## config.mk

```make
export PLATFORM = sky130hd
export DESIGN_NAME = dct_transpose_buf
export DESIGN_NICKNAME = d
export VERILOG_FILES = /design/src/rtl/dct_transpose_buf.sv
export SDC_FILE = /design/constraint.sdc
export NUM_CORES = 2
export LEC_CHECK = 0
export CAP_MARGIN = 20
export CORE_MARGIN = 5
export CORE_UTILIZATION = 25
export CTS_CLUSTER_DIAMETER = 200
export CTS_CLUSTER_SIZE = 14
export DETAILED_ROUTE_END_ITERATION = 10
export SYNTH_ARGS = -nofsm -noshare
export SYNTH_HDL_FRONTEND = slang
export SYNTH_SLANG_ARGS = --single-unit
```

## constraint.sdc

```tcl
create_clock -name clk -period 43.4 [get_ports clk]
set_input_delay 6.51 -clock clk [delete_from_list [all_inputs] [get_ports clk]]
set_output_delay 6.51 -clock clk [all_outputs]
set_load 0.005 [all_outputs]
```

## src/rtl/dct_transpose_buf.sv

```systemverilog
// dct_transpose_buf: ping-pong 8x8 transpose buffer between the row and column DCT stages.
// Rows are written column-major into one bank while the other bank is presented in parallel.
module dct_transpose_buf #(
    parameter int SIZE = 10
) (
    input  logic                            clk,
    input  logic                            rst,
    input  logic                            in_valid,
    output logic                            in_ready,
    input  logic                            in_sob,
    input  logic                            approx_en_in,
    input  logic signed [7:0][SIZE-1:0]      data_in,
    output logic                            out_valid,
    input  logic                            out_ready,
    output logic signed [7:0][7:0][SIZE-1:0] data_out,
    output logic                            approx_en_out,
    output logic                            err_align
);
    logic [7:0][7:0][SIZE-1:0] mem_q [2];
    logic [1:0] full_q, full_d, approx_q, approx_d;
    logic       wr_bank_q, wr_bank_d, rd_bank_q, rd_bank_d, err_q, err_d;
    logic [2:0] wr_row_q, wr_row_d, row;
    logic       accept, rel;

    always_comb begin
        in_ready = !full_q[wr_bank_q];
        out_valid = full_q[rd_bank_q];
        accept = in_valid && in_ready;
        rel = out_valid && out_ready;
        // a start-of-block restarts the current bank at row 0, dropping the partial block
        row = in_sob ? 3'd0 : wr_row_q;
        wr_row_d = accept ? row + 3'd1 : wr_row_q;
        wr_bank_d = wr_bank_q ^ (accept && row == 3'd7);
        rd_bank_d = rd_bank_q ^ rel;
        err_d = accept && in_sob && wr_row_q != 3'd0;
        full_d = full_q;
        if (rel) full_d[rd_bank_q] = 1'b0;
        if (accept && row == 3'd7) full_d[wr_bank_q] = 1'b1;
        approx_d = approx_q;
        if (accept && row == 3'd0) approx_d[wr_bank_q] = approx_en_in;
        data_out = mem_q[rd_bank_q];
        approx_en_out = approx_q[rd_bank_q];
        err_align = err_q;
    end

    always_ff @(posedge clk or posedge rst) begin
        if (rst) begin
            mem_q <= '{default: '0};
            full_q <= '0;
            approx_q <= '0;
            wr_bank_q <= 1'b0;
            rd_bank_q <= 1'b0;
            wr_row_q <= '0;
            err_q <= 1'b0;
        end else begin
            if (accept)
                for (int c = 0; c < 8; c++)
                    mem_q[wr_bank_q][c][row] <= data_in[c];
            full_q <= full_d;
            approx_q <= approx_d;
            wr_bank_q <= wr_bank_d;
            rd_bank_q <= rd_bank_d;
            wr_row_q <= wr_row_d;
            err_q <= err_d;
        end
    end
endmodule

```

======== Yosys cells after proc, flatten, opt, wreduce, memory -nomap -nowiden ========
Cells that the tools add are included.
cells by class
  bitwise operators ....................... 7
  eq/ne operators ......................... 1
  $add $sub $neg .......................... 1
  mux-type cells .......................... 43
  divide/modulo/power cells ............... 0
  shift operators ......................... 0
  magnitude comparators ................... 9
  reductions and logical operators ........ 13
  multiply operators ...................... 0
operators with widths
  kind                                                                count
  bitwise mux 1280 bit                                                8
  demux 640 bit (select 1 bit)                                        8
  two-way mux 640 bit                                                 4
  two-way mux 560 bit                                                 1
  two-way mux 480 bit                                                 1
  two-way mux 400 bit                                                 1
  two-way mux 320 bit                                                 1
  two-way mux 240 bit                                                 1
  two-way mux 160 bit                                                 1
  two-way mux 80 bit                                                  1
  demux 10 bit (select 3 bit)                                         1
  logical AND 1 bit                                                   10
  two-way mux 10 bit                                                  1
  two-way mux 1 bit                                                   8
  greater-or-equal comparator 2 bit (second input constant)           2
  < comparator 1 x 2 -> 1 bit (second input constant)                 2
  < comparator 3 x 4 -> 1 bit (second input constant)                 1
  two-way mux 2 bit                                                   2
  inverter 1 -> 2 bit                                                 2
  adder 3 x 1 -> 3 bit (second input constant)                        1
  == test 3 bit (second input constant)                               1
  greater-or-equal comparator 3 x 1 -> 1 bit (second input constant)  1
  zero test 3 bit                                                     1
  two-way mux 3 bit                                                   1
  10 further kinds                                                    13
word-level totals
  flip-flop bits (word level) ............. 1290
  RAM bits ................................ 0
  word-level logic and storage cells ...... 208
  memories kept ........................... 0
  bits in latches ......................... 0
  bits in read-only memories .............. 0
  bits of input ports ..................... 86

======== Longest topological paths before layout ========
  depth after elaboration ................. 15
  mapped depth ............................ 7
  depth with buffers taken out ............ 5

======== Worst setup path after synthesis ========
OpenSTA, ideal clock, no wires.
  kind .................................... reg-to-output
  from .................................... register rd_bank_q
  to ...................................... output data_out[602] in the netlist's numbering
  arrival ................................. 1397 ps
  path slack .............................. 35493 ps
  stages on the path, launching flop included .. 5
  path through ............................ dfrtp_1 -> clkbuf_1 -> clkbuf_1 -> buf_2 -> mux2_2
RTL lines
  what                    line  text
  from (decl)             21    logic wr_bank_q, wr_bank_d, rd_bank_q, rd_bank_d, err_q, err_d;
  from (signal assigned)  62    rd_bank_q <= rd_bank_d;
  to (decl)               15    output logic signed [7:0][7:0][SIZE-1:0] data_out,

==> metrics.md <==
| Metric | Value |
|---|---|
| Slew @ Worst Pin | `1230 ps` |
| First-iteration detailed-routing DRC count | `between 1000 and 1500` |
| Static Leak | `a little over 30 nW` |
| Die area | `233000 um2` |
| Via/cell ratio | `~4.5` |
| Seq/Total Area, Yosys | `57.8%` |
| Slew margin rel. | `18.3%` |
| GRT overflow | `0` |
| Die Ht | `roughly 480 um` |
| Placed Instances | `7020` |
| Max-slew violations | `0` |
| Syn_area_per_cell | `15.7 um2` |
| GPL Wtd Cong | `roughly 0.75` |
| Hold crit path type | `reg2reg` |
| # clock sinks | `1290` |
| Vias | `31900` |
| CTS tree | `built` |
| Final Non-Filler Cells | `around 7100` |
| Number of port buffers | `between 700 and 800` |
| Arrival @ worst endpoint | `5410 ps` |
| Largest net degree at the start of global routing | `180` |
| WP depth | `5` |
| Hold_sp | `mem_q[905]` |
| Remaining antenna violation count after routing | `0` |
| Reg-to-Reg Start | `full_q[1]` |
| Crit path launch | `rd_bank_q` |
| Utilization after layout | `31.0%` |
| Worst IR Drop VDD | `0.0415 mV` |
| Final TNS setup | `0 ps` |
| Top delay family on crit path | `buffers and inverters` |
| Hold path depth | `1` |
| Synth top area share | `57.8%` |
| Largest family of logic cells by synthesized area | `multiplexers` |
| Clock root buffer | `clkbuf_16` |
| Layout area overhead | `23.2%` |
| R2R setup slack | `~40000 ps` |
| H-tree lvl count | `3` |
| Layout Nets | `4240` |
| Synthesized area | `roughly 56000 um2` |
| Post-CTS Resized | `0` |
| Worst path slowest cell | `dfrtp_4` |
| Synth Area in XOR/XNOR | `0%` |
| RSZ-0062 raised after global routing | `no` |
| Post-Synth Adder-Cell Area | `0.0448%` |
| Fmax achieved | `0.0839 GHz` |
| Crit path cell chain | `buf_4, buf_4, buf_4, mux2_2, clkdlybuf4s50_1` |
| Initial antenna violation count | `10` |
| TritonCTS Buffers | `a little over 100` |
| Startpoint Class | `flop` |
| Commonest cells post-synth | `1873 x mux2_2, 1290 x dfrtp_1, 154 x buf_2` |
| Simple-gate portion of the synthesized area | `less than 1%` |
| Final worst-path cycle share | `around 27%` |
| Library cells used by synthesis | `30` |
| Total iterations of the first detailed-routing run | `4` |
| Post-CTS Setup Bufs | `0` |
| Worst-path clk slew | `70 ps` |
| Gr usage total | `14.5%` |
| Syn nets | `between 3000 and 4000` |
| WL per Instance | `24.2 um` |
| Reg-to-reg endpoint | `mem_q[508]` |
| # DRC | `0` |
| Setup crit end kind | `primary output` |
| Final Hold Vio Count | `0` |
| First-pass GRT wire length | `roughly 250000 um` |
| DP Worst Slack | `31180 ps` |
| Largest cells by area after synthesis | `dfrtp_1 58%, mux2_2 38%, buf_2 1.4%` |
| DP HPWL | `roughly 110000 um` |
| Area of the core | `222000 um2` |
| Worst R2R Path Depth | `4` |
| Post-Syn Instances | `about 3600` |
| Synth Area in Compound Gates | `0.101%` |
| Critical path fanouts, max | `74` |
| Skew-Pair Late Insertion Delay | `780 ps` |
| Hold Crit Endpoint | `mem_q[905]` |
| Crit path time final | `11920 ps` |
| Number of global-route vias before repair | `34500` |
| Row Count | `173` |
| Die W | `483 um` |
| Number of synthesized flops with an enable pin | `0` |
| Power Density | `67.7 nW/um2` |
| Worst Skew | `48.5 ps` |
| Crit Path Class | `reg2out` |
| Synth area leader | `dfrtp_1` |
| Share of cells above drive strength 1 | `49.6%` |
| Req. time, crit path | `approximately 37000 ps` |
| Worst Setup Slack, final | `31480 ps` |
| Io pins | `730` |
| CP dominant cell by count | `buf_4` |
| Total Wirelength | `173000 um` |
| Most used DFF post-synth | `dfrtp_1` |
| Starting Density | `25.1%` |
| Top-count cell post-synth | `mux2_2` |
| Share of flip-flops with an asynchronous set or reset | `100%` |
| Mux contribution to synthesized area | `between 30% and 40%` |
| Final hold slack | `484 ps` |
| # hold bufs at CTS | `0` |
| Setup violators final | `0` |
| WP buf/inv | `4` |
| Yosys reg bits | `1290` |
| Worst stage delay on the critical path | `1030 ps` |
| Maximum buffer depth of the clock tree | `3` |
| Run status | `finished, final reports clean` |
| Yosys warns | `0` |
| Max-Cap Viols | `0` |
[area by class of cell]
class                   instances  area [um2]
multi-input cells            1969       22200
well taps                    2975        3720
repair buffers                786        7850
flip-flops and latches       1290       32300
clock inverters                 8         199
fillers                     22100      153000
inverters                       3        18.8
clock buffers                 103        2560
diodes                          9        22.5
[cells in the final DEF, fill, tap and decap left out, types with 2 or more instances in the layout]
cell	n
o21ai_4	2
nand4_4	2
buf_16	3
mux2_1	54
dfrtp_1	1289
a21oi_1	3
nand2_1	2
nand2b_1	3
clkinv_8	3
and4_4	2
buf_12	5
clkbuf_16	102
diode_2	9
nand3_1	2
a22o_1	2
nand3_4	10
mux2_2	1873
clkdlybuf4s50_1	729
buf_4	49
ha_1	2
nor2_1	2
nor2b_1	2
clkinv_16	5
[power breakdown]
part | internal (W) | total, W | switching, W
clock | 0.000421 | 0.000861 | 0.000440
combinational | 0.00118 | 0.00195 | 0.000766
sequential | 0.00164 | 0.00185 | 0.000206
[registers in the layout, indices dropped and copies added (netlist names)]
signal,count
rd_bank_q,1
approx_q,2
full_q,2
err_align,1
wr_bank_q,1
mem_q,1280
wr_row_q,3
[per-stage QoR]
| stage | area (um2) | total power, W |
|---|---|---|
| global placement | 65900 | 0.00380 |
| finish | 68800 | 0.00466 |
| floorplan | 55900 | 0.00279 |
| global route | 68800 | 0.00492 |
| detailed placement | 65900 | 0.00384 |
| CTS | 68700 | 0.00473 |
[kinds of logic (layout without fill, tap and decap cells)]
logic type | Yosys count | in the layout
adders and majority gates | 2 | 2
other | 0 | 9
buffers and inverters | 292 | 900
DFF | 1290 | 1290
AOI/OAI and AO/OA | 8 | 8
and+or+nand+nor | 31 | 31
muxes | 1928 | 1928
[worst max path at each step]
stage                    endpoint  slack [ps]
detailed placement      rd_bank_q       31180
global route        data_out[489]       31180
floorplan             approx_q[0]         530
CTS                  data_out[98]       31320
finish              data_out[148]       31480
global placement        rd_bank_q       31380
[layer usage]
layer  track usage, %  wire [um]
met1             19.2      76600
met2             23.5      80900
met3             3.52       9820
met4             4.54       5850
met5                0         27
No activity file was read; power rests on OpenSTA's default activity.
